===== src/rtl/sr_frame_serializer_if.sv =====
// Handshake and data bundle between the register file, the frame serializer
// and the off-chip shift-register chain.
interface sr_frame_serializer_if #(
  parameter int SIZESRSTAT = 88,
  parameter int SIZESRDYN  = 16
);
  logic                  sel_stat;
  logic                  sel_dyn;
  logic                  lsb_first;
  logic                  start;
  logic [SIZESRSTAT-1:0] stat_reg;
  logic [SIZESRDYN-1:0]  dyn_reg;
  logic [SIZESRSTAT-1:0] stat_latch;
  logic [SIZESRDYN-1:0]  dyn_latch;
  logic                  sr_data;
  logic                  sr_clk;
  logic                  sr_load;
  logic                  busy;
  logic                  done;

  // Requester side: drives the frame request and word sources.
  modport master (
    output sel_stat, sel_dyn, lsb_first, start, stat_reg, dyn_reg,
    input  stat_latch, dyn_latch, sr_data, sr_clk, sr_load, busy, done
  );

  // Serializer side.
  modport slave (
    input  sel_stat, sel_dyn, lsb_first, start, stat_reg, dyn_reg,
    output stat_latch, dyn_latch, sr_data, sr_clk, sr_load, busy, done
  );
endinterface


===== src/rtl/sr_frame_serializer.sv =====
// Frame serializer: captures the static and/or dynamic word on an accepted
// START and shifts the frame out as data / shift clock / load strobe, each
// half-period lasting DIV system clocks. All outputs come straight from flops.
module sr_frame_serializer #(
  parameter int SIZESRSTAT = 88,
  parameter int SIZESRDYN  = 16,
  parameter int DIV        = 2
) (
  input  logic                  clk,
  input  logic                  rst,
  sr_frame_serializer_if.slave  bus
);

  localparam int TOT = SIZESRSTAT + SIZESRDYN;
  localparam int CW  = $clog2(TOT + 1);
  localparam int DW  = $clog2(DIV + 1);
  localparam logic [DW-1:0] DIV_LAST = DW'(DIV - 1);

  typedef enum logic [2:0] {
    IDLE,
    SHIFT_LO,
    SHIFT_HI,
    LOAD,
    FIN
  } state_t;

  state_t                state, state_n;
  logic [DW-1:0]         div_cnt, div_n;
  logic [CW-1:0]         bit_cnt, bit_n;
  logic [CW-1:0]         frame_len, len_n;
  logic [TOT-1:0]        shifter, shift_n;
  logic [SIZESRSTAT-1:0] stat_latch_q, stat_latch_n;
  logic [SIZESRDYN-1:0]  dyn_latch_q, dyn_latch_n;
  logic                  sr_data_q, sr_data_n;
  logic                  sr_clk_q, sr_clk_n;
  logic                  sr_load_q, sr_load_n;
  logic                  busy_q, busy_n;
  logic                  done_q, done_n;

  logic [SIZESRSTAT-1:0] stat_ord;
  logic [SIZESRDYN-1:0]  dyn_ord;
  logic [TOT-1:0]        frame;

  function automatic logic [SIZESRSTAT-1:0] rev_stat(input logic [SIZESRSTAT-1:0] v);
    logic [SIZESRSTAT-1:0] r;
    for (int i = 0; i < SIZESRSTAT; i++) r[i] = v[SIZESRSTAT-1-i];
    return r;
  endfunction

  function automatic logic [SIZESRDYN-1:0] rev_dyn(input logic [SIZESRDYN-1:0] v);
    logic [SIZESRDYN-1:0] r;
    for (int i = 0; i < SIZESRDYN; i++) r[i] = v[SIZESRDYN-1-i];
    return r;
  endfunction

  // State, counters, shifter, latches and output flops.
  // NOTE: sequential state uses non-blocking assignments so every flop samples
  // pre-edge values regardless of statement order.
  always_ff @(posedge clk or posedge rst) begin
    if (rst) begin
      state        <= IDLE;
      div_cnt      <= '0;
      bit_cnt      <= '0;
      frame_len    <= '0;
      // NOTE: the shifter is ordinary flops, not a RAM, so it is reset like
      // everything else; a reset mid-frame leaves no stale bits behind.
      shifter      <= '0;
      stat_latch_q <= '0;
      dyn_latch_q  <= '0;
      sr_data_q    <= 1'b0;
      sr_clk_q     <= 1'b0;
      sr_load_q    <= 1'b0;
      busy_q       <= 1'b0;
      done_q       <= 1'b0;
    end else begin
      state        <= state_n;
      div_cnt      <= div_n;
      bit_cnt      <= bit_n;
      frame_len    <= len_n;
      shifter      <= shift_n;
      stat_latch_q <= stat_latch_n;
      dyn_latch_q  <= dyn_latch_n;
      sr_data_q    <= sr_data_n;
      sr_clk_q     <= sr_clk_n;
      sr_load_q    <= sr_load_n;
      busy_q       <= busy_n;
      done_q       <= done_n;
    end
  end

  // Next state plus next values of every output flop, derived from the state
  // being entered so outputs line up with the state register.
  always_comb begin
    // NOTE: every variable gets a default first; a missed branch would
    // otherwise infer a latch.
    state_n      = state;
    div_n        = div_cnt;
    bit_n        = bit_cnt;
    len_n        = frame_len;
    shift_n      = shifter;
    stat_latch_n = stat_latch_q;
    dyn_latch_n  = dyn_latch_q;
    sr_data_n    = 1'b0;
    sr_clk_n     = 1'b0;
    sr_load_n    = 1'b0;
    busy_n       = 1'b0;
    done_n       = 1'b0;

    // Each word is bit-reversed on its own when LSB-first is requested, then
    // the frame is packed so it always leaves from the shifter's MSB.
    stat_ord = bus.lsb_first ? rev_stat(bus.stat_reg) : bus.stat_reg;
    dyn_ord  = bus.lsb_first ? rev_dyn(bus.dyn_reg) : bus.dyn_reg;
    frame    = bus.sel_stat ? {stat_ord, dyn_ord} : {dyn_ord, {SIZESRSTAT{1'b0}}};

    case (state)
      IDLE: begin
        if (bus.start && (bus.sel_stat || bus.sel_dyn)) begin
          if (bus.sel_stat) stat_latch_n = bus.stat_reg;
          if (bus.sel_dyn)  dyn_latch_n  = bus.dyn_reg;
          shift_n   = frame;
          len_n     = (bus.sel_stat ? CW'(SIZESRSTAT) : CW'(0)) +
                      (bus.sel_dyn  ? CW'(SIZESRDYN)  : CW'(0));
          div_n     = '0;
          bit_n     = '0;
          state_n   = SHIFT_LO;
          busy_n    = 1'b1;
          sr_data_n = frame[TOT-1];
        end
      end

      SHIFT_LO: begin
        busy_n    = 1'b1;
        sr_data_n = shifter[TOT-1];
        if (div_cnt == DIV_LAST) begin
          div_n    = '0;
          state_n  = SHIFT_HI;
          sr_clk_n = 1'b1;
        end else begin
          div_n = div_cnt + DW'(1);
        end
      end

      SHIFT_HI: begin
        busy_n    = 1'b1;
        sr_data_n = shifter[TOT-1];
        sr_clk_n  = 1'b1;
        if (div_cnt == DIV_LAST) begin
          div_n    = '0;
          bit_n    = bit_cnt + CW'(1);
          sr_clk_n = 1'b0;
          if ((bit_cnt + CW'(1)) == frame_len) begin
            state_n   = LOAD;
            sr_data_n = 1'b0;
            sr_load_n = 1'b1;
          end else begin
            shift_n   = {shifter[TOT-2:0], 1'b0};
            sr_data_n = shifter[TOT-2];
            state_n   = SHIFT_LO;
          end
        end else begin
          div_n = div_cnt + DW'(1);
        end
      end

      LOAD: begin
        busy_n    = 1'b1;
        sr_load_n = 1'b1;
        if (div_cnt == DIV_LAST) begin
          div_n     = '0;
          state_n   = FIN;
          busy_n    = 1'b0;
          sr_load_n = 1'b0;
          done_n    = 1'b1;
        end else begin
          div_n = div_cnt + DW'(1);
        end
      end

      FIN: begin
        state_n = IDLE;
      end

      default: begin
        state_n = IDLE;
      end
    endcase
  end

  assign bus.stat_latch = stat_latch_q;
  assign bus.dyn_latch  = dyn_latch_q;
  assign bus.sr_data    = sr_data_q;
  assign bus.sr_clk     = sr_clk_q;
  assign bus.sr_load    = sr_load_q;
  assign bus.busy       = busy_q;
  assign bus.done       = done_q;

endmodule


===== src/flat_wrapper.sv =====
// flat-port wrapper written by rule: the top's interface ports become plain ports
module sr_frame_serializer_flat 
#(
  parameter int SIZESRSTAT = 88,
  parameter int SIZESRDYN  = 16,
  parameter int DIV        = 2
)
  (clk, rst, bus_sel_stat, bus_sel_dyn, bus_lsb_first, bus_start, bus_stat_reg, bus_dyn_reg, bus_stat_latch, bus_dyn_latch, bus_sr_data, bus_sr_clk, bus_sr_load, bus_busy, bus_done);
  sr_frame_serializer_if #(.SIZESRSTAT(SIZESRSTAT), .SIZESRDYN(SIZESRDYN)) bus_i ();
  input  logic clk;
  input  logic rst;
  input wire logic [$bits(bus_i.sel_stat)-1:0] bus_sel_stat;
  input wire logic [$bits(bus_i.sel_dyn)-1:0] bus_sel_dyn;
  input wire logic [$bits(bus_i.lsb_first)-1:0] bus_lsb_first;
  input wire logic [$bits(bus_i.start)-1:0] bus_start;
  input wire logic [$bits(bus_i.stat_reg)-1:0] bus_stat_reg;
  input wire logic [$bits(bus_i.dyn_reg)-1:0] bus_dyn_reg;
  output wire logic [$bits(bus_i.stat_latch)-1:0] bus_stat_latch;
  output wire logic [$bits(bus_i.dyn_latch)-1:0] bus_dyn_latch;
  output wire logic [$bits(bus_i.sr_data)-1:0] bus_sr_data;
  output wire logic [$bits(bus_i.sr_clk)-1:0] bus_sr_clk;
  output wire logic [$bits(bus_i.sr_load)-1:0] bus_sr_load;
  output wire logic [$bits(bus_i.busy)-1:0] bus_busy;
  output wire logic [$bits(bus_i.done)-1:0] bus_done;
  assign bus_i.sel_stat = bus_sel_stat;
  assign bus_i.sel_dyn = bus_sel_dyn;
  assign bus_i.lsb_first = bus_lsb_first;
  assign bus_i.start = bus_start;
  assign bus_i.stat_reg = bus_stat_reg;
  assign bus_i.dyn_reg = bus_dyn_reg;
  assign bus_stat_latch = bus_i.stat_latch;
  assign bus_dyn_latch = bus_i.dyn_latch;
  assign bus_sr_data = bus_i.sr_data;
  assign bus_sr_clk = bus_i.sr_clk;
  assign bus_sr_load = bus_i.sr_load;
  assign bus_busy = bus_i.busy;
  assign bus_done = bus_i.done;
  sr_frame_serializer #(.SIZESRSTAT(SIZESRSTAT), .SIZESRDYN(SIZESRDYN), .DIV(DIV)) u_core (.clk(clk), .rst(rst), .bus(bus_i));
endmodule

===== config.mk =====
export PLATFORM = sky130hd
export DESIGN_NAME = sr_frame_serializer_flat
export DESIGN_NICKNAME = d
export VERILOG_FILES = /design/src/rtl/sr_frame_serializer_if.sv /design/src/rtl/sr_frame_serializer.sv /design/src/flat_wrapper.sv
export SDC_FILE = /design/constraint.sdc
export NUM_CORES = 1
export LEC_CHECK = 0
export CORE_MARGIN = 4
export CORE_UTILIZATION = 45
export CTS_CLUSTER_DIAMETER = 30
export CTS_CLUSTER_SIZE = 28
export DETAILED_ROUTE_END_ITERATION = 10
export PLACE_DENSITY = 0.68
export SYNTH_ARGS = -nofsm -noshare
export SYNTH_HDL_FRONTEND = slang
export SYNTH_SLANG_ARGS = --single-unit

===== constraint.sdc =====
create_clock -name clk -period 11.3 [get_ports clk]
set_input_delay 1.695 -clock clk [delete_from_list [all_inputs] [get_ports clk]]
set_output_delay 1.695 -clock clk [all_outputs]
set_load 0.1 [all_outputs]

### Word level (Yosys, flattened, before mapping)

Index checks and enable logic that the tools add are counted.

| cells by class | value |
|---|---|
| bitwise gates (word level) | 0 |
| add/subtract/negate cells | 3 |
| $lt $le $gt $ge | 0 |
| shift operators | 0 |
| muxes and demuxes | 34 |
| $mul | 0 |
| reduce and logical (&&, ||, !) cells | 14 |
| div/mod/pow operators | 0 |
| equal/unequal tests | 10 |

Operator list:

| operator | count |
|---|---|
| $mux 104 | 4 |
| $pmux 104 s2 | 1 |
| $mux 88 | 1 |
| $mux 7 | 3 |
| $mux 16 | 1 |
| $pmux 7 s2 | 1 |
| $mux 3 | 4 |
| $pmux 3 s4 | 1 |
| $mux 1 | 9 |
| $reduce_and 3->1 | 3 |
| $ne 2x1->1 const B | 4 |
| $reduce_and 4->1 | 2 |
| $add 7x1->7 const B | 1 |
| $add 7x7->7 | 1 |
| $eq 7x7->1 | 1 |
| $eq 3x2->1 const B | 2 |
| $mux 2 | 3 |
| $pmux 1 s3 | 2 |
| $mux 5 | 1 |
| $pmux 1 s2 | 2 |
| $pmux 2 s2 | 1 |
| $reduce_and 2->1 | 2 |
| $reduce_bool 2->1 | 2 |
| $eq 3x1->1 const B | 1 |
| 8 further kinds | 8 |

| storage, ports and cells | value |
|---|---|
| flip-flop bits (word level) | 232 |
| latch bits | 0 |
| logic and storage cells | 73 |
| bits of input ports | 110 |
| ROM bits | 0 |
| memory bits (writable) | 0 |
| memories kept | 0 |

### Depth between registers and ports, before layout

Gate-level depths: netlist of run 1.

| logic depth | value |
|---|---|
| depth after elaboration | 5 |
| mapped depth | 12 |
| gate-level depth less buffers | 7 |

### Worst setup path before layout of run 1

Ideal clock, no wire load.

| path | value |
|---|---|
| path type | input to register |
| start | input bus_sel_stat |
| end | register u_core.stat_latch_q[10], in the netlist u_core.bus.stat_latch[10] |
| setup time | 0.126 ns |
| buffers on the path | 4 |
| arrival | 4.438 ns |
| data required time | 11.174 ns |
| cell stages on the path | 10 |
| slack | 6.737 ns |
| path through | clkbuf_1 -> buf_1 -> clkbuf_1 -> inv_1 -> ha_1 -> or4b_2 -> nor2_1 -> nand2_1 -> clkbuf_1 -> mux2_2 |

| on the way | value |
|---|---|
| word-level cells in the longest chain between the ends | 3 |

Ends and longest elaborated chain:

| item | line | RTL |
|---|---|---|
| start, declared | flat_wrapper.sv:12 | `input wire logic [$bits(bus_i.sel_stat)-1:0] bus_sel_stat;` |
| $logic_or 1x1->1 | sr_frame_serializer.sv:117 | `if (bus.start && (bus.sel_stat \|\| bus.sel_dyn)) begin` |
| $logic_and 1x1->1 | sr_frame_serializer.sv:117 |  |
| $reduce_and 3->1 (no line) (*) | -- |  |
| end signal, assigned | sr_frame_serializer.sv:81 | `stat_latch_q <= stat_latch_n;` |
| end, declared | sr_frame_serializer.sv:32 | `logic [SIZESRSTAT-1:0] stat_latch_q, stat_latch_n;` |

Mark *: on every way between the ends. The rest lies on a longest branch, timed or not.
A chain may end at the register's enable or synchronous reset.

### Worst setup path after layout of run 1

| path | value |
|---|---|
| start | input bus_sel_stat |
| end | register u_core.shifter[74] |

| on the way | value |
|---|---|
| word-level cells in the longest chain between the ends | 4 |
| elaborated cells between the ends (all ways) | 7 |
| those cells by class | eq/ne: 1; mux: 3; reduce/logical: 3 |

Ends and longest elaborated chain:

| item | line | RTL |
|---|---|---|
| $logic_or 1x1->1 | sr_frame_serializer.sv:117 |  |
| $logic_and 1x1->1 | sr_frame_serializer.sv:117 |  |
| $ne 2x1->1 (no line) | -- |  |
| $reduce_and 4->1 (no line) | -- |  |
| end signal, assigned | sr_frame_serializer.sv:80 | `shifter <= shift_n;` |
| end, declared | sr_frame_serializer.sv:31 | `logic [TOT-1:0] shifter, shift_n;` |

Several ways; a longest one is shown, not always the timed one. The select of a mux whose other input is x is not followed.

==> results of run 1 <==
## kinds of logic (layout without fill, tap and decap cells)
group,count (synthesis),count (layout),synth area share [%]
AOI/OAI and AO/OA,342,342,20.2
xor gates and xnor gates,4,4,0.335
adders and majority gates,4,4,0.335
buffers and inverters,194,359,5.53
DFF,228,228,38.2
muxes,209,209,17.0
other,0,2,0
and+or+nand+nor,508,508,18.4
## stage by stage
stage	area, sq um	std cells	hold WS, ps
floorplan	14900	1489	465
global placement	17100	1983	486
detailed placement	17100	1983	491
CTS	19200	2096	501
global route	19200	2098	509
finish	19200	2098	500
## worst register-to-register path, cell delays in order, from the launching register on
cell and delay (ps):
dfrtp_2 380, buf_4 370, or4b_2 890, o22ai_4 180, buf_4 760, buf_4 1030, nand2_1 230, o221ai_1 220
nor3_1 70
## cell usage after synthesis, types with 2 or more instances
| cell | count |
|---|---|
| dfrtp_1 | 228 |
| nand2_1 | 199 |
| mux2_2 | 191 |
| nor3_1 | 177 |
| clkbuf_1 | 130 |
| o221ai_1 | 88 |
| a31oi_1 | 87 |
| nor4bb_1 | 87 |
| a2111oi_2 | 60 |
| a2111oi_0 | 43 |
| buf_2 | 33 |
| nor2_1 | 22 |
| buf_1 | 18 |
| a211oi_1 | 17 |
| o22ai_1 | 17 |
| mux4_2 | 16 |
| o21ai_0 | 11 |
| a21oi_1 | 7 |
| buf_6 | 7 |
| inv_1 | 5 |
| nor2b_1 | 5 |
| ha_1 | 4 |
| nand3_1 | 4 |
| and3_1 | 3 |
| and4_1 | 2 |
| mux2i_1 | 2 |
| nor3b_1 | 2 |
| o21a_1 | 2 |
| o21ai_1 | 2 |
| o31ai_1 | 2 |
| xnor2_1 | 2 |
## worst min path at each step
stage                     slack [ps]                 startpoint                   endpoint  cells past startpoint
after floorplan                  470        u_core.frame_len[5]        u_core.frame_len[5]                      2
after global placement           490  u_core.bus.stat_latch[13]  u_core.bus.stat_latch[13]                      1
after detailed placement         490          u_core.shifter[0]          u_core.shifter[0]                      1
after CTS                        500  u_core.bus.stat_latch[31]  u_core.bus.stat_latch[31]                      1
after global routing             510  u_core.bus.stat_latch[85]  u_core.bus.stat_latch[85]                      1
final                            500  u_core.bus.stat_latch[69]  u_core.bus.stat_latch[69]                      1
## flip-flops by register name (all words and copies together), names as in the netlist, 2 cells and up
name	flops
u_core.bit_cnt	7
u_core.bus.dyn_latch	16
u_core.bus.stat_latch	88
u_core.div_cnt	2
u_core.frame_len	3
u_core.shifter	104
u_core.state	3
## final cells by class
cell class	count	area, sq um	area share, %
Tap cell	442	553	2.88
Clock inverter	34	412	2.15
Sequential cell	228	5710	29.8
Inverter	5	26.3	0.137
Multi-Input combinational cell	1067	8450	44.0
Timing Repair Buffer	241	2350	12.3
Antenna cell	2	5.00	0.0261
Clock buffer	79	1670	8.73
## metal layers
layer  share of wire [%]  up-vias
li1                    -     6118
met1                  42     7007
met2                  50      526
met3                 5.7       84
met4                 2.6        0
met5                   0        -
## power by group
| group | total [mW] | internal (mW) | leakage, nW | switching, mW |
|---|---|---|---|---|
| clock network | 1.74 | 1.23 | 1.03 | 0.514 |
| logic | 3.53 | 0.984 | 3.18 | 2.54 |
| registers | 1.48 | 1.20 | 2.80 | 0.275 |
==> flow_summary_export.csv, run 1 <==
group,metric,value,unit
status,status,"finished clean",
yosys,synthTopCellsByArea,"dfrtp_1 (38%), mux2_2 (14%), a2111oi_2 (6.0%), nor3_1 (5.9%), nor4bb_1 (5.8%)",
cells_and_area,area_growth,28.5,%
clocking,cts_tree,"done",
die,die_x,190,um
global_routing,grt_use_met1,35.2,%
global_routing,antenna_found_initial,2,
critical_path,crit_top_cell,"buf_4",
power_and_ir_drop,powerDensity,352,nW/um^2
sta,setup_violations,0,
yosys,yosys_most_used_dff,"dfrtp_1",
global_routing,grt_max_degree,133,
yosys,synth.net_count,1603,
global_routing,grt_pass1_wl,77500,um
placement,port_buffers,218,
critical_path,critical_path.max_fanout,99,
clocking,clk_path_buf_depth,3,
sta,period_minus_slack,5370,ps
die,initial_core_util,45.7,%
cells_and_area,fin_util,58.8,%
sta,fin_ws,5930,ps
routing,num_vias,13700,
critical_path,cpLargestDelayFamily,"buffers and inverters",
cells_and_area,final_nets,1718,
sta,slew_headroom,24.2,%
clocking,hold_buffers,0,
yosys,yosysTopAreaCell,"dfrtp_1",
critical_path,reg2reg_depth,8,
global_routing,grt_util_all_layers,25.9,%
routing,via_per_inst,6.55,
yosys,yosysTopAreaCellShare,38.2,%
sta,fin_crit_sh,47.5,%
critical_path,worstSetupStartpoint,"bus_sel_stat",
routing,ant_nets,0,
routing,drtPass1Iterations,5,
critical_path,end_kind,"flop",
critical_path,worstPathArrival,5790,ps
critical_path,path_class,"in -> reg",
cells_and_area,drive_gt1_share,24.8,%
clocking,postCtsSetupBuffers,0,
global_routing,grt_overflow,0,
critical_path,timing.rr.end,"u_core.shifter[74]",
placement,place.gp.congestion,0.835,
placement,pre_cts_ws,5500,ps
hold_path,hp-class,"reg -> reg",
critical_path,r2r_start,"u_core.state[1]",
global_routing,grt_util_met3,4.28,%
yosys,yosysSeqAreaShare,38.2,%
critical_path,critPathSlowestCell,"buf_4",
routing,route.detailed.drc,0,
die,fp.coreArea,32600,sq um
yosys,yosysWarningCount,0,
routing,wl_per_cell,23.1,um
sta,setup_tns,0,ps
yosys,syn_area_per_cell,10.0,sq um
clocking,cts-root-buf,"clkbuf_16",
sta,hold_violations,0,
yosys,synth_edf_count,0,
clocking,h-tree-depth,2,
cells_and_area,final_common_cell,"dfrtp_1",
placement,hpwl,27000,um
critical_path,r2r_slack,7040,ps
critical_path,crit_buf_inv,4,
clocking,clock_latency,570,ps
yosys,syn_inst,1489,
critical_path,critPathMaxStageDelay,960,ps
global_routing,grt_pass1_vias,13700,
cells_and_area,layout_common_cells,"dfrtp_1 (225), clkdlybuf4s50_1 (216), nand2_1 (198), mux2_2 (191), nor3_1 (177)",
yosys,synth.distinct_cells,47,
die,die_h,190,um
clocking,post_cts_resized,0,
yosys,ys_seq_elements,228,
routing,wl,48500,um
die,rows,66,
yosys,synth_area,14900,sq um
clocking,cts_buffers,61,
sta,grt_setup_unrepaired,"no",
critical_path,crit_end,"u_core.shifter[74]",
die,ioPinCount,219,
routing,drtIter0Drc,1601,
critical_path,start_kind,"input pin",
global_routing,use_met2,42.3,%
power_and_ir_drop,vdd_drop_max,255,uV
die,fp.dieArea,36100,sq um
sta,tightestPinTransition,1140,ps
critical_path,cp_num_cells,10,
power_and_ir_drop,p_leak,7.01,nW
critical_path,critical_path_required,11720,ps
global_routing,grt.busiest_layer,"met2",
run,max-cap-violations,0,
yosys,ys_async_sr_fraction,100,%
sta,slew_viol_final,0,
power_and_ir_drop,power,6.75,mW
sta,clock_skew,22.1,ps
sta,max_freq,186,MHz
cells_and_area,fillerInstances,2670,
critical_path,path_cells,"buf_4, inv_1, ha_1, or4b_2, o22ai_4, buf_4, buf_4, nand2_1, o221ai_1, nor3_1",
clocking,clk_pin_slew,40,ps
clocking,clkSinkCount,228,
Power figures use the tool's default switching activity.
==> inputs of run 2 (changes only) <==
- PLACE_DENSITY: 0.68 -> 0.71
- clock period: 11.3 -> 4.9 ns (I/O delays scaled with it)
==> flow_summary_export.csv, run 2 (same netlist as run 1, synthesis figures left out) <==
group,metric,value,unit
status,status,"finished clean",
critical_path,critPathMaxStageDelay,1020,ps
cells_and_area,fillerInstances,2663,
critical_path,path_class,"reg -> reg",
placement,place.gp.congestion,0.795,
clocking,clock_latency,580,ps
global_routing,grt_util_met3,4.53,%
sta,setup_tns,0,ps
power_and_ir_drop,vdd_drop_max,670,uV
critical_path,worstSetupStartpoint,"u_core.bit_cnt[0]",
routing,wl_per_cell,23.3,um
sta,fin_crit_sh,73.1,%
global_routing,grt_overflow,0,
sta,slew_viol_final,0,
die,fp.dieArea,36100,sq um
critical_path,critical_path_required,5370,ps
clocking,clkSinkCount,228,
global_routing,grt_max_degree,188,
run,max-cap-violations,0,
die,fp.coreArea,32600,sq um
global_routing,antenna_found_initial,2,
sta,setup_violations,0,
die,rows,66,
cells_and_area,layout_common_cells,"dfrtp_1 (225), clkdlybuf4s50_1 (216), nand2_1 (198), mux2_2 (191), nor3_1 (177)",
cells_and_area,top_register,"u_core.shifter",
sta,clock_skew,24.0,ps
power_and_ir_drop,powerDensity,816,nW/um^2
global_routing,grt_util_all_layers,26.2,%
critical_path,crit_top_cell,"nor3_1",
sta,tightestPinTransition,1200,ps
cells_and_area,area_growth,29.9,%
sta,grt_setup_unrepaired,"no",
die,ioPinCount,219,
critical_path,r2r_start,"u_core.bit_cnt[0]",
sta,period_minus_slack,3580,ps
global_routing,grt_pass1_vias,13700,
cells_and_area,final_common_cell,"dfrtp_1",
hold_path,hp-class,"in -> async",
critical_path,reg2reg_depth,7,
critical_path,critPathSlowestCell,"or4_4",
power_and_ir_drop,p_leak,7.08,nW
clocking,h-tree-depth,2,
clocking,hold_buffers,0,
global_routing,use_met2,42.0,%
sta,hold_violations,0,
placement,hpwl,28000,um
clocking,cts_tree,"done",
routing,drtIter0Drc,1808,
clocking,clk_pin_slew,50,ps
die,die_x,190,um
critical_path,path_cells,"ha_1, nand3_2, nor3_1, or4_4, buf_4, a2111oi_2, nor3_1",
global_routing,grt_use_met1,35.6,%
placement,placed_cells,1986,
die,die_h,190,um
routing,via_per_inst,6.63,
routing,route.detailed.drc,0,
clocking,post_cts_resized,0,
sta,whs,489,ps
placement,dpl-instance-area,17200,sq um
critical_path,start_kind,"flop",
placement,port_buffers,218,
power_and_ir_drop,power,15.8,mW
cells_and_area,drive_gt1_share,25.3,%
routing,wl,48900,um
critical_path,end_kind,"flop",
routing,num_vias,13900,
cells_and_area,final_cells,2100,
global_routing,grt.busiest_layer,"met2",
cells_and_area,largest_register_ffs,104,
critical_path,worstPathArrival,4050,ps
clocking,cts_buffers,60,
global_routing,grt_pass1_wl,78100,um
routing,drtPass1Iterations,5,
cells_and_area,final_nets,1720,
clocking,postCtsSetupBuffers,0,
clocking,clk_path_buf_depth,3,
clocking,cts-root-buf,"clkbuf_16",
die,initial_core_util,45.7,%
critical_path,critical_path.max_fanout,80,
critical_path,r2r_slack,1320,ps
cells_and_area,post-route-cell-area,19400,sq um
sta,max_freq,279,MHz
critical_path,timing.rr.end,"u_core.shifter[63]",
routing,ant_nets,0,
sta,slew_headroom,19.3,%
run 2: changes by cell type in the layout (fill, tap and decap cells not counted), moves of 2 or more:
cell,previous run,this run
bufinv_16,9,12
clkinvlp_4,5,9
buf_12,0,8
clkinv_4,1,3
inv_6,0,2
clkinv_2,19,15
buf_4,25,20
clkbuf_1,10,4
run 2: worst max path at each step:
stage	to	slack, ps	cells after the start
after floorplan	u_core.bit_cnt[0]	1190	1
after global placement	u_core.bus.stat_latch[40]	1080	8
after detailed placement	u_core.bus.stat_latch[64]	1020	8
after CTS	u_core.shifter[63]	1370	7
after global routing	u_core.shifter[52]	1080	7
final	u_core.shifter[63]	1320	7
run 2: power breakdown:
group,switching (mW),total [mW],internal (mW)
combinational,5.90,8.19,2.29
sequential,0.633,3.41,2.78
clock,1.24,4.22,2.98
total,7.77,15.8,8.05
run 2: metal layers:
| layer | vias to the layer above | wire length, um |
|---|---|---|
| met5 | - | 0 |
| li1 | 6129 | - |
| met4 | 0 | 1650 |
| met2 | 713 | 24000 |
| met1 | 6973 | 19900 |
| met3 | 116 | 3330 |
run 2: final cells by class:
| type | instances | area [sq um] | share of cell area [%] |
|---|---|---|---|
| diodes | 2 | 5.00 | 0.0258 |
| inverters | 5 | 22.5 | 0.116 |
| clock inverters | 40 | 539 | 2.78 |
| clock buffers | 72 | 1640 | 8.45 |
| repair buffers | 244 | 2470 | 12.8 |
| flip-flops and latches | 228 | 5710 | 29.5 |
| multi-input cells | 1067 | 8450 | 43.6 |
| well taps | 442 | 553 | 2.85 |
run 2: critical path: cells and delay by family, from the launching register on:
kind / cells / cell delay, ps
buf+inv: 1 / 580
simple gates: 4 / 1980
compound gates: 1 / 150
flops: 1 / 440
fa+ha+maj: 1 / 270
run 2: per-stage QoR:
step / util, % / setup slack, ps
2_1_floorplan: - / 1190
3_3_place_gp: 52.8 / 1080
3_5_place_dp: 52.8 / 1020
4_1_cts: 59.4 / 1370
5_1_grt: 59.4 / 1080
6_report: 59.4 / 1320
==> inputs of run 3 (changes only) <==
- PLACE_DENSITY: 0.71 -> 0.68
- clock period: 4.9 -> 3.4 ns (I/O delays scaled with it)
==> flow_summary_export.csv, run 3 (same netlist as run 1, synthesis figures left out) <==
group,metric,value,unit
status,status,"finished clean",
global_routing,antenna_found_initial,1,
cells_and_area,final_cells,2121,
cells_and_area,seq_area,5710,sq um
hold_path,hp-class,"in -> async",
sta,slew_headroom,28.6,%
critical_path,worstPathArrival,3430,ps
routing,num_vias,14000,
routing,drtPass1Iterations,7,
clocking,post_cts_resized,0,
clocking,clk_pin_slew,40,ps
critical_path,timing.rr.end,"u_core.shifter[89]",
power_and_ir_drop,swShare,48.6,%
die,die_h,190,um
cells_and_area,top_register,"u_core.shifter",
placement,dpl-instance-area,17500,sq um
sta,hold_violations,0,
clocking,clk_path_buf_depth,3,
routing,wl_per_cell,23.2,um
cells_and_area,area_growth,32.4,%
cells_and_area,fillerInstances,2621,
global_routing,grt_util_all_layers,26.7,%
sta,max_freq,330,MHz
global_routing,grt_max_degree,96,
placement,place.gp.congestion,0.857,
cells_and_area,drive_gt1_share,25.9,%
power_and_ir_drop,vdd_drop_max,809,uV
sta,slew_viol_final,0,
clocking,cts-root-buf,"clkbuf_16",
sta,grt_setup_unrepaired,"no",
global_routing,grt_overflow,0,
placement,placed_cells,2003,
cells_and_area,largest_register_ffs,104,
critical_path,r2r_start,"u_core.bit_cnt[0]",
cells_and_area,layout_common_cells,"dfrtp_1 (225), clkdlybuf4s50_1 (215), nand2_1 (198), mux2_2 (191), nor3_1 (177)",
die,fp.coreArea,32600,sq um
clocking,hold_buffers,0,
die,initial_core_util,45.7,%
clocking,cts_tree,"done",
placement,port_buffers,218,
power_and_ir_drop,p_comb_share,51.9,%
power_and_ir_drop,p_switching,11.3,mW
sta,fin_crit_sh,89.1,%
power_and_ir_drop,p_leak,7.29,nW
power_and_ir_drop,p_seq_share,21.1,%
sta,period_minus_slack,3030,ps
run,max-cap-violations,0,
routing,route.detailed.drc,0,
critical_path,path_class,"reg -> reg",
clocking,postCtsSetupBuffers,0,
clocking,cts_buffers,67,
critical_path,r2r_slack,370,ps
global_routing,grt_pass1_wl,79200,um
critical_path,start_kind,"flop",
die,fp.dieArea,36100,sq um
sta,clock_skew,20.3,ps
critical_path,reg2reg_depth,7,
cells_and_area,post-route-cell-area,19800,sq um
die,ioPinCount,219,
routing,drtIter0Drc,1394,
cells_and_area,final_nets,1744,
sta,tightestPinTransition,1070,ps
routing,ant_nets,0,
routing,wl,49300,um
power_and_ir_drop,clock_power_share,27.0,%
clocking,clock_latency,560,ps
placement,hpwl,28600,um
cells_and_area,multiInputGateArea,8450,sq um
cells_and_area,final_common_cell,"dfrtp_1",
routing,via_per_inst,6.58,
power_and_ir_drop,powerDensity,1170,nW/um^2
sta,setup_violations,0,
global_routing,grt_pass1_vias,14000,
clocking,clkSinkCount,228,
power_and_ir_drop,power.internal,11.9,mW
critical_path,critical_path.max_fanout,33,
die,die_x,190,um
critical_path,critical_path_required,3810,ps
critical_path,end_kind,"flop",
die,rows,66,
clocking,h-tree-depth,3,
==> run 3: worst max path at each step <==
stage	start	end	slack (ps)	depth (start not counted)
floorplan	rst	u_core.bit_cnt[0]	-90	1
global placement	bus_sel_dyn	u_core.shifter[87]	240	10
detailed placement	bus_sel_dyn	u_core.shifter[85]	180	10
CTS	u_core.bit_cnt[0]	u_core.shifter[89]	390	7
global route	u_core.bit_cnt[0]	u_core.shifter[89]	140	7
finish	u_core.bit_cnt[0]	u_core.shifter[89]	370	7
==> run 3: layout make-up <==
class	count	share of cell area (%)
Clock buffer	90	9.53
Antenna cell	1	0.0127
Sequential cell	228	28.9
Inverter	5	0.114
Multi-Input combinational cell	1067	42.8
Tap cell	442	2.80
Timing Repair Buffer	261	14.0
Clock inverter	27	1.90
==> run 3: metrics by stage <==
step	total power, mW	utilization, %	setup WS [ps]	TNS, ps	hold WS [ps]
5_1_grt	24.2	60.6	138	0	393
3_5_place_dp	16.8	53.6	183	0	491
2_1_floorplan	13.9	-	-90.0	-20520	465
4_1_cts	23.2	60.6	387	0	362
6_report	23.2	60.6	372	0	358
3_3_place_gp	16.6	53.6	241	0	481
==> run 3: per-layer routing <==
metal / GRT usage, % / vias up / share of wire, %
met5: 0 / - / 0
met3: 4.53 / 112 / 6.0
li1: - / 6177 / -
met2: 43.0 / 608 / 49
met1: 36.0 / 7068 / 42
met4: 10.4 / 0 / 3.4
==> run 3: worst max-delay path, cell delays in order, from the launching register on <==
cell	delay, ps
dfrtp_1	420
ha_1	280
nand3_2	130
o21a_1	280
or4_4	790
buf_4	310
a2111oi_0	520
a211oi_1	120
==> run 3: power groups by stage <==
stage | registers [mW] | logic [mW] | clock network (mW)
finish | 4.89 | 12.1 | 6.26
global route | 5.06 | 12.6 | 6.49
CTS | 4.87 | 12.0 | 6.32
detailed placement | 4.87 | 12.0 | 0
global placement | 4.81 | 11.8 | 0
floorplan | 9.42 | 4.43 | 0
==> RTL change 1, RTL diff (flow settings as in run 2) <==
Encoding of `state_t`: now Gray code (3 bits for 5 states).
--- a/src/rtl/sr_frame_serializer.sv
+++ b/src/rtl/sr_frame_serializer.sv
@@ -19,7 +19,7 @@
   typedef enum logic [2:0] {
-    IDLE,
-    SHIFT_LO,
-    SHIFT_HI,
-    LOAD,
-    FIN
+    IDLE     = 3'b000,
+    SHIFT_LO = 3'b001,
+    SHIFT_HI = 3'b011,
+    LOAD     = 3'b010,
+    FIN      = 3'b110
   } state_t;
Formal check against the unedited RTL: same outputs for any inputs over 4 cycles, from zero or initial values and one cycle with rst high; so few cycles prove little.
==> RTL change 1 against run 2 <==
- area after synthesis down 23%
- sequential cell count is the same
- register-to-register slack better by 0.36 ns
- highest routed layer unchanged
- design area fell by 18%
- critical endpoint is now u_core.bus.dyn_latch[14]
- wire length fell by 41%
- count of clock-buffer cells in the layout up 1
- worst setup slack better by 0.16 ns
Power is left out: the tool's default activity adds up to more than one toggle a clock period on the data nets, which glitch-free logic cannot reach.
==> RTL change 1: results (changes against run 2) <==
metric;value;unit;change
run_status;completed;;unchanged
reg2reg_from;u_core.bit_cnt[0];;unchanged
startpoint;bus_sel_dyn;;was u_core.bit_cnt[0]
drive_gt1_frac;0.282;;was 0.253
via_per_inst;5.56;;was 6.63
globalRouteTotalUtil;0.207;;was 0.262
regToRegEndpoint;u_core.shifter[21];;was u_core.shifter[63]
worstHoldStart;u_core.shifter[103];;
post_cts_buffers;0;;unchanged
diodes;0;;was 2
clk_latency;0.53;ns;was 0.58 ns
tightest_slew;1.06;ns;was 1.20 ns
grt_pass1_wl;48.4;mm;was 78.1 mm
yosys_warnings;0;;unchanged
hold-path-endpoint;u_core.shifter[103];;
synth_commonest_cells;228 x dfrtp_1, 163 x mux2_2, 110 x nand2_1;;was 228 x dfrtp_1, 199 x nand2_1, 191 x mux2_2
hold_depth;1;;
gp_congestion;0.775;;was 0.795
grt_pass1_vias;8914;;was 13,700
drt-pass1-iter-count;5;;unchanged
cts_buffer_depth;3;;unchanged
io_buffers;218;;unchanged
synth_area_leaders;dfrtp_1 50%, mux2_2 16%, mux2i_1 7.7%, o31ai_1 5.9%, mux2_4 3.9%;;was dfrtp_1 38%, mux2_2 14%, a2111oi_2 6.0%, nor3_1 5.9%, nor4bb_1 5.8%
cpMaxStageDelayCell;or4b_2;;was or4_4
regMostFlops;u_core.shifter;;unchanged
critPathTopFamily;simple AND/OR/NAND/NOR gates;;unchanged
wire_per_inst;19.2;um;was 23.3 um
ys_seq_area_frac;0.500;;was 0.382
cpPeakStageDelay;0.66;ns;was 1.02 ns
antenna_left;0;;unchanged
cts_htree_levels;2;;unchanged
cp_data_arrival_time;3.81;ns;was 4.05 ns
cts_resized;0;;unchanged
root_buffer;clkbuf_16;;unchanged
grt_max_degree;117;;was 188
crit_fanout;16;;was 80
skew;0.0214;ns;was 0.0240 ns
cts_hold_buf;0;;unchanged
async_flop_share;1.00;;unchanged
layout.nets;1235;;was 1,720
drtIter0Drc;579;;was 1,808
netlist-cell-type-count;42;;was 47
clk_pin_slew;0.05;ns;about the same
cts-buffers-inserted;55;;was 60
grt_antenna_before_repair;0;;was 2
hpwl;18.0;mm;was 28.0 mm
hp-class;reg -> reg;;was in -> async
syn-num-nets;1020;;was 1,603
ff2ff_setup_slack;1.68;ns;was 1.32 ns
reg2reg_depth;8;;was 7
largest_register_ffs;104;;unchanged
[RTL change 1: cell count changes in the layout (fill, tap and decap cells not counted), moves of 87 or more]
cell / before / now
o221ai_1: 88 / 0
nor3_1: 177 / 4
nand2_1: 198 / 109
o31ai_1: 2 / 89
nor4bb_1: 87 / 0
[RTL change 1: layout make-up]
class / instances / area (um2)
repair buffers: 231 / 2320
clock inverters: 29 / 519
fillers: 1887 / 9070
clock buffers: 73 / 1600
well taps: 330 / 413
inverters: 6 / 26.3
flip-flops and latches: 228 / 5710
multi-input cells: 600 / 5390
[RTL change 1: how the worst max path moves through the flow]
stage | endpoint | slack [ns] | cells past startpoint
2_1_floorplan | u_core.shifter[13] | 1.01 | 12
3_3_place_gp | u_core.bus.dyn_latch[0] | 1.06 | 7
3_5_place_dp | u_core.bus.dyn_latch[5] | 0.99 | 7
4_1_cts | u_core.bus.dyn_latch[14] | 1.49 | 7
5_1_grt | u_core.bus.dyn_latch[14] | 1.36 | 7
6_report | u_core.bus.dyn_latch[14] | 1.48 | 7
[RTL change 1: per-stage QoR]
step	cell area (um2)	hold WS (ns)	cells	util	worst slack, ns
floorplan	11400	0.450	907	-	1.01
global placement	13900	0.463	1395	0.553	1.06
detailed placement	13900	0.467	1395	0.553	0.992
CTS	16000	0.480	1497	0.638	1.49
global route	16000	0.509	1497	0.638	1.36
finish	16000	0.480	1497	0.638	1.48
[RTL change 1: metal layers]
metal  up-vias  share of wire  track usage
met1      4220           0.44        0.279
met4         0          0.017       0.0543
met2       251           0.48        0.338
met3        45          0.065       0.0505
li1       3810              -            -
met5         -              0            0
[RTL change 1: cells by family (layout without fill, tap and decap cells)]
family,Yosys count,after routing,synth area share
buf+inv,79,339,0.0296
flops,228,228,0.500
mux,297,297,0.309
fa+ha+maj,3,3,0.00329
simple gates,146,146,0.0537
xor+xnor,4,4,0.00438
compound gates,150,150,0.100
==> RTL change 2, RTL diff (flow settings as in run 2) <==
Without the edit above. `DIV` is set to 2 in 2 places; all go to 1.
--- a/src/rtl/sr_frame_serializer.sv
+++ b/src/rtl/sr_frame_serializer.sv
@@ -6,3 +6,3 @@
   parameter int SIZESRDYN  = 16,
-  parameter int DIV        = 2
+  parameter int DIV        = 1
 ) (
--- a/src/flat_wrapper.sv
+++ b/src/flat_wrapper.sv
@@ -5,3 +5,3 @@
   parameter int SIZESRDYN  = 16,
-  parameter int DIV        = 2
+  parameter int DIV        = 1
 )
Function: changed (a bounded check fails within 4 cycles, from zero or initial values and one cycle with rst high).
==> RTL change 2 against run 2 <==
- fmax up 9.2%
- worst setup slack better by 0.30 ns
- critical path depth up 1
- synthesized cell count down 26%
- wire length down 36%
- area after synthesis down 24%
- sequential cell count down 2
- design area down 20%
- critical path type unchanged
- via count down 32%
Power is left out: the tool's default activity adds up to more than one toggle a clock period on the data nets, which glitch-free logic cannot reach.
==> RTL change 2: results (changes against run 2) <==
metric;value;unit;change
io_buffers;218;;unchanged
multiInputGateArea;5270;um2;was 8450 um2
synth_top_family_by_area;multiplexers;;was compound AO/OA/AOI/OAI gates
m1WireLength;13.2;mm;was 19.9 mm
use_met1;0.294;;was 0.356
synth-compound-area-share;0.145;;was 0.202
netlist-cell-type-count;39;;was 47
layout.nets;1409;;was 1,720
via_per_inst;5.69;;was 6.63
num-nonclk-buffers;232;;was 244
diodes;0;;was 2
drt_wl_total;31.4;mm;was 48.9 mm
place_inst;1566;;was 1,986
use_met3;0.0604;;was 0.0453
met2_length;14.9;mm;was 24.0 mm
synth_commonest_cells;226 x dfrtp_1, 170 x nand2_1, 112 x a21oi_1;;was 228 x dfrtp_1, 199 x nand2_1, 191 x mux2_2
drtIter0Drc;788;;was 1,808
synth_area_leaders;dfrtp_1 50%, mux2_2 10%, mux2i_1 7.9%, o22ai_1 5.6%, nand2_1 5.6%;;was dfrtp_1 38%, mux2_2 14%, a2111oi_2 6.0%, nor3_1 5.9%, nor4bb_1 5.8%
n_clock_buffer;65;;was 72
syn_avg_cell_area;10.3;um2;was 10.0 um2
grt_pass1_vias;9661;;was 13,700
die_w;167;um;was 190 um
hp-class;reg -> reg;;was in -> async
cpPeakStageDelay;0.86;ns;was 1.02 ns
inv_count;6;;was 5
wire_per_inst;19.0;um;was 23.3 um
clk_latency;0.54;ns;was 0.58 ns
cpMaxStageDelayCell;o21a_4;;was or4_4
gp_congestion;0.803;;was 0.795
grt_pass1_wl;51.4;mm;was 78.1 mm
critPathTopFamily;compound AO/OA/AOI/OAI gates;;was simple AND/OR/NAND/NOR gates
clockNetworkAreaShare;0.113;;was 0.112
post-place-ws;1.22;ns;was 1.02 ns
cp_data_arrival_time;3.73;ns;was 4.05 ns
areaGrowthSynthToFinish;36.2;%;was 29.9%
drive_gt1_frac;0.174;;was 0.253
buf_share;0.150;;was 0.128
hpwl;19.1;mm;was 28.0 mm
globalRouteTotalUtil;0.221;;was 0.262
skew;0.0234;ns;was 0.0240 ns
grt_antenna_before_repair;0;;was 2
run_status;completed;;unchanged
cts-buffers-inserted;51;;was 60
syn-num-nets;1216;;was 1,603
grt_max_degree;106;;was 188
synthXorXnorAreaFrac;0.00309;;was 0.00335
ys_seq_area_frac;0.500;;was 0.382
synthMuxAreaShare;0.214;;was 0.170
filler_cell_count;1980;;was 2,663
sh_seq_area;0.367;;was 0.295
crit_fanout;87;;was 80
==> RTL change 2: cell types whose count changed after synthesis, sizes merged, moves of 87 or more <==
cell / run 2 / this run
nor3: 177 / 0
a21oi: 7 / 112
a2111oi: 103 / 0
o221ai: 88 / 0
mux2: 191 / 104
mux2i: 2 / 89
nor4bb: 87 / 0
==> RTL change 2: worst paths after layout <==
kind                                                end  cells past startpoint  slack (ns)           startpoint
worst min-delay path                 u_core.bus.sr_data                      1        0.48  u_core.shifter[103]
max in group asynchronous            u_core.shifter[38]                      3        3.06                  rst
worst max-delay path                 u_core.shifter[88]                      8        1.62    u_core.bit_cnt[0]
min in group asynchronous       u_core.bus.dyn_latch[8]                      2        0.76                  rst
worst max register to register       u_core.shifter[88]                      8        1.62    u_core.bit_cnt[0]
worst min register to register       u_core.bus.sr_data                      1        0.48  u_core.shifter[103]
